### src/rtl/alu_seq_pkg.sv
// -----------------------------------------------------------------------------
// alu_seq_pkg
// Shared definitions for the sequential ALU and anything that talks to it:
//   - OP_* : 6-bit MIPS-style function codes understood by the ALU
//   - state_e : FSM state encodings ST_IDLE / ST_SHIFT / ST_DONE
//   - sh_kind_e : shift flavour handed from the ALU to its shifter
// -----------------------------------------------------------------------------
package alu_seq_pkg;

    localparam logic [5:0] OP_ADD = 6'b100000;
    localparam logic [5:0] OP_SUB = 6'b100010;
    localparam logic [5:0] OP_AND = 6'b100100;
    localparam logic [5:0] OP_OR  = 6'b100101;
    localparam logic [5:0] OP_XOR = 6'b100110;
    localparam logic [5:0] OP_NOR = 6'b100111;
    localparam logic [5:0] OP_SRA = 6'b000011;
    localparam logic [5:0] OP_SRL = 6'b000010;
    localparam logic [5:0] OP_SLL = 6'b000000;

    typedef enum logic [1:0] {
        ST_IDLE  = 2'b00,
        ST_SHIFT = 2'b01,
        ST_DONE  = 2'b10
    } state_e;

    typedef enum logic [1:0] {
        SH_SLL = 2'b00,
        SH_SRL = 2'b01,
        SH_SRA = 2'b10
    } sh_kind_e;

endpackage

### src/rtl/alu_shifter.sv
// -----------------------------------------------------------------------------
// alu_shifter
// Shift engine used by alu_seq for SLL / SRL / SRA.
//
// Build option ALU_FAST_SHIFT_EN:
//   defined   : purely combinational barrel shifter; o_res is the shifted i_data.
//   undefined : iterative shifter. i_start loads value, kind and count; every
//               following cycle shifts one bit and decrements the count. o_res
//               is the value after the *next* step and o_last flags that the
//               next step is the final one, so the caller can register the
//               result on that edge.
//
// Ports:
//   i_clk, i_reset, i_start, o_last : iterative build only
//   i_kind  : shift flavour (sh_kind_e encoding)
//   i_data  : operand to shift
//   i_cnt   : effective shift count, already saturated to NB_DATA
//   o_res   : shifted value (see above)
// -----------------------------------------------------------------------------
module alu_shifter
    import alu_seq_pkg::*;
#(
    parameter  int NB_DATA  = 8,
    localparam int NB_SHCNT = $clog2(NB_DATA) + 1
)
(
`ifndef ALU_FAST_SHIFT_EN
    input  logic                i_clk,
    input  logic                i_reset,
    input  logic                i_start,
    output logic                o_last,
`endif
    input  logic [1:0]          i_kind,
    input  logic [NB_DATA-1:0]  i_data,
    input  logic [NB_SHCNT-1:0] i_cnt,
    output logic [NB_DATA-1:0]  o_res
);

`ifdef ALU_FAST_SHIFT_EN

    // Single-cycle barrel shift; shifting by NB_DATA yields 0 / all sign bits.
    always_comb begin
        o_res = i_data;
        case (i_kind)
            SH_SLL:  o_res = i_data << i_cnt;
            SH_SRL:  o_res = i_data >> i_cnt;
            SH_SRA:  o_res = $unsigned($signed(i_data) >>> i_cnt);
            default: o_res = i_data;
        endcase
    end

`else

    logic [NB_DATA-1:0]  val_q;
    logic [NB_DATA-1:0]  val_d;
    logic [NB_SHCNT-1:0] cnt_q;
    logic [NB_SHCNT-1:0] cnt_d;
    logic [1:0]          kind_q;
    logic [1:0]          kind_d;
    logic [NB_DATA-1:0]  step_s;

    // One-bit shift of the held value in the latched direction.
    always_comb begin
        step_s = val_q;
        case (kind_q)
            SH_SLL:  step_s = {val_q[NB_DATA-2:0], 1'b0};
            SH_SRL:  step_s = {1'b0, val_q[NB_DATA-1:1]};
            SH_SRA:  step_s = {val_q[NB_DATA-1], val_q[NB_DATA-1:1]};
            default: step_s = val_q;
        endcase
    end

    // Load on start, otherwise step while the counter is non-zero.
    always_comb begin
        val_d  = val_q;
        cnt_d  = cnt_q;
        kind_d = kind_q;
        if (i_start) begin
            val_d  = i_data;
            cnt_d  = i_cnt;
            kind_d = i_kind;
        end else if (cnt_q != {NB_SHCNT{1'b0}}) begin
            val_d = step_s;
            cnt_d = cnt_q - NB_SHCNT'(1);
        end else begin
            val_d  = val_q;
            cnt_d  = cnt_q;
            kind_d = kind_q;
        end
    end

    // Shifter state registers.
    always_ff @(posedge i_clk) begin
        if (i_reset) begin
            val_q  <= {NB_DATA{1'b0}};
            cnt_q  <= {NB_SHCNT{1'b0}};
            kind_q <= 2'b00;
        end else begin
            val_q  <= val_d;
            cnt_q  <= cnt_d;
            kind_q <= kind_d;
        end
    end

    assign o_res  = step_s;
    assign o_last = (cnt_q == NB_SHCNT'(1));

`endif

endmodule

### src/rtl/alu_seq.sv
// -----------------------------------------------------------------------------
// alu_seq
// Clocked ALU with valid/ready handshakes on both sides. Supports ADD, SUB,
// AND, OR, XOR, NOR, SRA, SRL and SLL; any other opcode is flagged illegal.
// Result and flags are registered and held while o_valid && !i_ready.
//
// Build option ALU_FAST_SHIFT_EN:
//   defined   : shifts finish in one cycle like every other op (ST_SHIFT unused).
//   undefined : shifts take one extra cycle per bit of effective shift count.
//
// Ports:
//   i_clk, i_reset        : clock, synchronous active-high reset
//   i_valid / o_ready     : request handshake; accept when both high
//   i_op                  : opcode (NB_OP bits)
//   i_data_a, i_data_b    : signed operands; B is an unsigned count for shifts
//   o_valid / i_ready     : result handshake
//   o_res                 : signed NB_DATA+1 bit result
//   o_zero, o_ovf, o_err  : result==0, ADD/SUB signed overflow, illegal opcode
// -----------------------------------------------------------------------------
module alu_seq
    import alu_seq_pkg::*;
#(
    parameter int NB_DATA = 8,
    parameter int NB_OP   = 6
)
(
    input  logic               i_clk,
    input  logic               i_reset,
    input  logic               i_valid,
    output logic               o_ready,
    input  logic [NB_OP-1:0]   i_op,
    input  logic [NB_DATA-1:0] i_data_a,
    input  logic [NB_DATA-1:0] i_data_b,
    output logic               o_valid,
    input  logic               i_ready,
    output logic [NB_DATA:0]   o_res,
    output logic               o_zero,
    output logic               o_ovf,
    output logic               o_err
);

    localparam int NB_SHCNT = $clog2(NB_DATA) + 1;

    localparam logic [NB_OP-1:0] C_ADD = NB_OP'(OP_ADD);
    localparam logic [NB_OP-1:0] C_SUB = NB_OP'(OP_SUB);
    localparam logic [NB_OP-1:0] C_AND = NB_OP'(OP_AND);
    localparam logic [NB_OP-1:0] C_OR  = NB_OP'(OP_OR);
    localparam logic [NB_OP-1:0] C_XOR = NB_OP'(OP_XOR);
    localparam logic [NB_OP-1:0] C_NOR = NB_OP'(OP_NOR);
    localparam logic [NB_OP-1:0] C_SRA = NB_OP'(OP_SRA);
    localparam logic [NB_OP-1:0] C_SRL = NB_OP'(OP_SRL);
    localparam logic [NB_OP-1:0] C_SLL = NB_OP'(OP_SLL);

    // Sign-extend an NB_DATA-bit value into the result width.
    function automatic logic [NB_DATA:0] sext(input logic [NB_DATA-1:0] v);
        return {v[NB_DATA-1], v};
    endfunction

    state_e              state_q;
    state_e              state_d;
    logic                valid_q;
    logic                valid_d;
    logic [NB_DATA:0]    res_q;
    logic [NB_DATA:0]    res_d;
    logic                zero_q;
    logic                zero_d;
    logic                ovf_q;
    logic                ovf_d;
    logic                err_q;
    logic                err_d;

    logic                accept_s;
    logic                start_s;
    logic [NB_SHCNT-1:0] cnt_s;
    logic [1:0]          kind_s;
    logic [NB_DATA-1:0]  sh_res_s;
    logic [NB_DATA:0]    sa_s;
    logic [NB_DATA:0]    sb_s;
    logic [NB_DATA:0]    new_res_s;
    logic                new_ovf_s;
    logic                new_err_s;

    // A finished result can retire and a new request enter on the same edge.
    assign o_ready  = (state_q == ST_IDLE) || ((state_q == ST_DONE) && i_ready);
    assign accept_s = i_valid && o_ready;

    // Effective shift count: unsigned B saturated at NB_DATA.
    always_comb begin
        if (i_data_b >= NB_DATA'(NB_DATA)) begin
            cnt_s = NB_SHCNT'(NB_DATA);
        end else begin
            cnt_s = NB_SHCNT'(i_data_b);
        end
    end

    // Map the shift opcodes onto the shifter's direction encoding.
    always_comb begin
        kind_s = SH_SLL;
        case (i_op)
            C_SLL:   kind_s = SH_SLL;
            C_SRL:   kind_s = SH_SRL;
            C_SRA:   kind_s = SH_SRA;
            default: kind_s = SH_SLL;
        endcase
    end

`ifdef ALU_FAST_SHIFT_EN
    assign start_s = 1'b0;

    alu_shifter #(.NB_DATA(NB_DATA)) u_shifter (
        .i_kind (kind_s),
        .i_data (i_data_a),
        .i_cnt  (cnt_s),
        .o_res  (sh_res_s)
    );
`else
    logic is_shift_s;
    logic sh_last_s;

    assign is_shift_s = (i_op == C_SLL) || (i_op == C_SRL) || (i_op == C_SRA);
    // A zero-count shift completes immediately and never enters ST_SHIFT.
    assign start_s    = accept_s && is_shift_s && (cnt_s != {NB_SHCNT{1'b0}});

    alu_shifter #(.NB_DATA(NB_DATA)) u_shifter (
        .i_clk   (i_clk),
        .i_reset (i_reset),
        .i_start (start_s),
        .o_last  (sh_last_s),
        .i_kind  (kind_s),
        .i_data  (i_data_a),
        .i_cnt   (cnt_s),
        .o_res   (sh_res_s)
    );
`endif

    // Single-cycle result of the incoming request. ADD/SUB run one bit wider
    // on sign-extended operands so the result is exact.
    always_comb begin
        sa_s      = sext(i_data_a);
        sb_s      = sext(i_data_b);
        new_res_s = {(NB_DATA+1){1'b0}};
        new_ovf_s = 1'b0;
        new_err_s = 1'b0;
        case (i_op)
            C_ADD: begin
                new_res_s = sa_s + sb_s;
                new_ovf_s = new_res_s[NB_DATA] ^ new_res_s[NB_DATA-1];
            end
            C_SUB: begin
                new_res_s = sa_s - sb_s;
                new_ovf_s = new_res_s[NB_DATA] ^ new_res_s[NB_DATA-1];
            end
            C_AND:   new_res_s = sext(i_data_a & i_data_b);
            C_OR:    new_res_s = sext(i_data_a | i_data_b);
            C_XOR:   new_res_s = sext(i_data_a ^ i_data_b);
            C_NOR:   new_res_s = sext(~(i_data_a | i_data_b));
            C_SLL, C_SRL, C_SRA: begin
`ifdef ALU_FAST_SHIFT_EN
                new_res_s = sext(sh_res_s);
`else
                // Only used for a zero count; longer shifts finish in ST_SHIFT.
                new_res_s = sa_s;
`endif
            end
            default: begin
                new_res_s = {(NB_DATA+1){1'b0}};
                new_err_s = 1'b1;
            end
        endcase
    end

    // Control FSM: next state and next registered result/flags.
    always_comb begin
        state_d = state_q;
        res_d   = res_q;
        zero_d  = zero_q;
        ovf_d   = ovf_q;
        err_d   = err_q;
        case (state_q)
            ST_IDLE, ST_DONE: begin
                if (accept_s) begin
                    if (start_s) begin
                        state_d = ST_SHIFT;
                    end else begin
                        state_d = ST_DONE;
                        res_d   = new_res_s;
                        zero_d  = (new_res_s == {(NB_DATA+1){1'b0}});
                        ovf_d   = new_ovf_s;
                        err_d   = new_err_s;
                    end
                end else if ((state_q == ST_DONE) && i_ready) begin
                    state_d = ST_IDLE;
                end else begin
                    state_d = state_q;
                end
            end
            ST_SHIFT: begin
`ifdef ALU_FAST_SHIFT_EN
                state_d = ST_IDLE;
`else
                if (sh_last_s) begin
                    state_d = ST_DONE;
                    res_d   = sext(sh_res_s);
                    zero_d  = (sext(sh_res_s) == {(NB_DATA+1){1'b0}});
                    ovf_d   = 1'b0;
                    err_d   = 1'b0;
                end else begin
                    state_d = ST_SHIFT;
                end
`endif
            end
            default: state_d = ST_IDLE;
        endcase
        valid_d = (state_d == ST_DONE);
    end

    // State, result and flag registers; reset discards any in-flight op.
    always_ff @(posedge i_clk) begin
        if (i_reset) begin
            state_q <= ST_IDLE;
            valid_q <= 1'b0;
            res_q   <= {(NB_DATA+1){1'b0}};
            zero_q  <= 1'b0;
            ovf_q   <= 1'b0;
            err_q   <= 1'b0;
        end else begin
            state_q <= state_d;
            valid_q <= valid_d;
            res_q   <= res_d;
            zero_q  <= zero_d;
            ovf_q   <= ovf_d;
            err_q   <= err_d;
        end
    end

    assign o_valid = valid_q;
    assign o_res   = res_q;
    assign o_zero  = zero_q;
    assign o_ovf   = ovf_q;
    assign o_err   = err_q;

endmodule
### config.mk
export PLATFORM = sky130hd
export DESIGN_NAME = alu_seq
export DESIGN_NICKNAME = d
export VERILOG_FILES = /design/src/rtl/alu_seq_pkg.sv /design/src/rtl/alu_shifter.sv /design/src/rtl/alu_seq.sv
export SDC_FILE = /design/constraint.sdc
export NUM_CORES = 1
export LEC_CHECK = 0
export BUFFER_PORTS_ARGS = -buffer_cell sky130_fd_sc_hd__buf_2
export CAP_MARGIN = 20
export CORE_ASPECT_RATIO = 0.9
export CORE_UTILIZATION = 53
export DETAILED_ROUTE_END_ITERATION = 8
export GPL_TIMING_DRIVEN = 0
export PLACE_DENSITY = 0.77
export SYNTH_ARGS = -nofsm -noshare
export SYNTH_HDL_FRONTEND = slang
export SYNTH_SLANG_ARGS = --single-unit
### constraint.sdc
create_clock -name i_clk -period 2.7 [get_ports i_clk]
set_input_delay 0.405 -clock i_clk [delete_from_list [all_inputs] [get_ports i_clk]]
set_output_delay 0.405 -clock i_clk [all_outputs]
set_load 0.01 [all_outputs]
==> impl_metrics.env <==
export IMPL_status="finished with violations"
export IMPL_violations="negative setup slack"
export IMPL_nets=522
export IMPL_worst_path_buf_inv=2
export IMPL_cp_top_family="simple AND/OR/NAND/NOR gates"
export IMPL_worst_slew_pin_slew_ps=708
export IMPL_clk_latency_ps=290
export IMPL_grt_max_degree=11
export IMPL_critPathCaptureType="register"
export IMPL_drive_above_1_share_pct=22.7
export IMPL_cts_clk_slew_worst_paths_ps=60
export IMPL_cts_hold_buffers=0
export IMPL_cp_arrival_ps=2970
export IMPL_path_max_fanout=6
export IMPL_max_slew_margin_rel_pct=52.4
export IMPL_crit_chain="buf_12 -> clkinvlp_4 -> ha_4 -> a211oi_4 -> nor2_2 -> a221o_1 -> a21o_1 -> or4_1 -> or4b_4 -> o32ai_2"
export IMPL_r2r_cells=7
export IMPL_synth_area_mm2=0.00303
export IMPL_gp_congestion=0.916
export IMPL_setup_worst_path_start="i_data_a[1]"
export IMPL_slew_viol_final=0
export IMPL_antenna_left=0
export IMPL_antenna_found_initial=0
export IMPL_yosys_warnings=0
export IMPL_max_stage_delay_ps=520
export IMPL_cts_buffers=5
export IMPL_hp_start="i_data_b[2]"
export IMPL_utilization_pct=69.8
export IMPL_diodes=0
export IMPL_cp_start_kind="input port"
export IMPL_leakage_nw=1.56
export IMPL_ys_flop_type="dfxtp_1"
export IMPL_drt_iter0_markers=348
export IMPL_hold_viol_final=0
export IMPL_wl_per_cell_um=18.2
export IMPL_fillers=431
export IMPL_grt_pass1_wl_mm=14.7
export IMPL_hold_depth=3
export IMPL_async_reset_ff_share_pct=0
export IMPL_syn_nets=463
export IMPL_rrSetupSlack_ps=160
export IMPL_start_util_pct=56.3
export IMPL_areaGrowthSynthToFinish_pct=24.1
export IMPL_clock_path_buffers=2
export IMPL_tns_ps=-64.8
export IMPL_ys_types=60
export IMPL_rsz0062_at_grt="yes"
export IMPL_syn_avg_cell_area_um2=7.44
export IMPL_min_path_type="input port to register"
export IMPL_die_w_um=81.7
export IMPL_vias=3395
export IMPL_r2r_start="state_q[1]"
export IMPL_grtUsageTotal_pct=32.8
export IMPL_clock_sinks=29
export IMPL_io_pins=40
export IMPL_die_height_um=73.7
export IMPL_post_dp_hpwl_mm=6.92
export IMPL_yosysSeqAreaShare_pct=19.2
export IMPL_port_buffers=37
export IMPL_cp_slowest_cell="or4_1"
export IMPL_critical_path_class="input port to register"
export IMPL_cts_root_buf="clkbuf_8"
export IMPL_fin_worst_skew_ps=4.16
export IMPL_drt_first_pass_iters=5
export IMPL_period_share_pct=102
export IMPL_row_count=25
export IMPL_setup_ws_ps=-64.8
export IMPL_fmax_ghz=0.362
export IMPL_grt_pass1_vias=2976
export IMPL_cts_htree_levels=2
export IMPL_hold_end="u_shifter.cnt_q[2]"
export IMPL_worst_ep_required_time_ps=2900
export IMPL_cap_violations=0
export IMPL_grt_overflow=0
export IMPL_synth_edf_count=0
export IMPL_postSynthCellCount=407
export IMPL_finalSetupViolations=1
export IMPL_ys_seq_elements=29
export IMPL_vias_per_cell=6.36
export IMPL_wirelength_mm=9.71
export IMPL_r2r_end="o_zero"
export IMPL_placeableCoreArea_mm2=0.00538
export IMPL_route_detailed_drc=0
export IMPL_fin_crit_ps=2760
export IMPL_powerDensity_mw_per_mm2=488
export IMPL_design_die_area_mm2=0.00602
export IMPL_cts_tree="done"
export IMPL_peakVddDrop_mv=0.473
how the worst max path moves through the flow:
stage | to | slack (ps) | depth (start not counted)
global placement | o_zero | -600 | 11
CTS | o_zero | -60 | 10
floorplan | o_zero | -80 | 10
detailed placement | o_zero | -620 | 10
global route | o_zero | -110 | 8
finish | o_zero | -60 | 10
layout make-up:
cell class              count  area, µm²  area share (%)
well taps                  67       83.8            2.23
clock inverters             2       10.0           0.266
flip-flops and latches     29        581            15.5
clock buffers               6       72.6            1.93
inverters                  28        111            2.96
multi-input cells         324       2390            63.6
plain buffers              25        129            3.43
repair buffers             53        380            10.1
where the power goes:
group	internal (W)	switching (W)	leakage (nW)
logic	0.000394	0.000528	1.28
registers	0.000503	0.0000595	0.237
clock network	0.000178	0.000172	0.0450
total	0.00108	0.000759	1.56
worst reg2reg max path, cell delays in order, from the launching register on:
cell,delay (ps)
dfxtp_1,330
nor2b_1,160
nor3b_2,260
a21boi_4,320
a31oi_2,120
or4_1,570
or4b_4,490
o32ai_2,200
synth_stat cells, types with 4 or more instances:
library cell / instances / area [µm²]
o21ai_0: 17 / 85.1
and2_1: 5 / 31.3
nand2_1: 44 / 165
a211oi_1: 8 / 60.1
o221ai_1: 6 / 52.6
nor3b_1: 5 / 37.5
nand3_1: 10 / 50.1
clkbuf_1: 16 / 60.1
nor2_1: 23 / 86.3
buf_2: 6 / 30.0
nor3_1: 14 / 70.1
inv_1: 28 / 105
o211ai_1: 16 / 120
ha_1: 28 / 350
dfxtp_1: 29 / 581
a32oi_1: 5 / 43.8
or3_1: 7 / 43.8
a31oi_1: 4 / 25.0
nor2b_1: 16 / 100
xor2_1: 6 / 52.6
a21oi_1: 33 / 165
xnor2_1: 12 / 105
nand2b_1: 4 / 25.0
metrics by stage:
| step | setup WS (ps) | hold WS [ps] | area [µm²] | cells | power, W |
|---|---|---|---|---|---|
| CTS | -56.5 | 402 | 3620 | 532 | 0.00177 |
| global placement | -603 | 439 | 3340 | 511 | 0.00136 |
| finish | -64.8 | 406 | 3760 | 534 | 0.00183 |
| floorplan | -82.1 | 476 | 3070 | 407 | 0.00118 |
| detailed placement | -621 | 442 | 3340 | 511 | 0.00138 |
| global route | -115 | 412 | 3760 | 534 | 0.00195 |
flip-flops by register name, summed over array words and instances, names as in the netlist:
signal	flops
o_ovf	1
o_res	9
u_shifter.kind_q	2
o_err	1
u_shifter.cnt_q	4
o_valid	1
o_zero	1
u_shifter.val_q	8
state_q	2
cell families (layout without fill, tap and decap cells):
logic type,count (synthesis),count (layout),share of synthesized area (%)
compound gates,124,124,28.5
xor+xnor,18,18,5.21
simple gates,148,148,25.2
flops,29,29,19.2
fa+ha+maj,30,30,12.9
mux,4,4,1.36
buf+inv,54,114,7.60
cells in the final DEF (no fill, tap or decap), types with 4 or more instances in the layout:
master | netlist | final
o211ai_1 | 16 | 16
buf_6 | 2 | 5
o221ai_1 | 6 | 6
xnor2_1 | 12 | 11
xor2_1 | 6 | 6
nor3_1 | 14 | 12
nand2b_1 | 4 | 4
and2_1 | 5 | 5
o21ai_0 | 17 | 17
or3_1 | 7 | 7
ha_4 | 0 | 4
nor2b_1 | 16 | 13
a31oi_1 | 4 | 4
a32oi_1 | 5 | 5
buf_2 | 6 | 35
clkbuf_1 | 16 | 15
a21oi_1 | 33 | 33
clkbuf_8 | 0 | 5
dfxtp_1 | 29 | 29
a211oi_1 | 8 | 7
nor2_1 | 23 | 22
nand2_1 | 44 | 44
nand3_1 | 10 | 10
ha_1 | 28 | 23
buf_4 | 1 | 17
buf_12 | 0 | 4
inv_1 | 28 | 23
timing repair:
| item | in CTS | in global routing |
|---|---|---|
| resized for setup | 25 | 26 |
| endpoints found under the setup margin | 15 | 17 |
| buffers inserted | 14 | 3 |
| pin swaps | 11 | 16 |
routing by layer:
metal / routed length (µm) / global-route usage [%] / vias to the layer above
li1: - / - / 1592
met1: 4290 / 46.0 / 1554
met2: 4070 / 49.6 / 218
met3: 1030 / 7.08 / 31
met4: 326 / 10.3 / 0
met5: 0 / 0 / -
No activity file was read; power rests on OpenSTA's default activity.
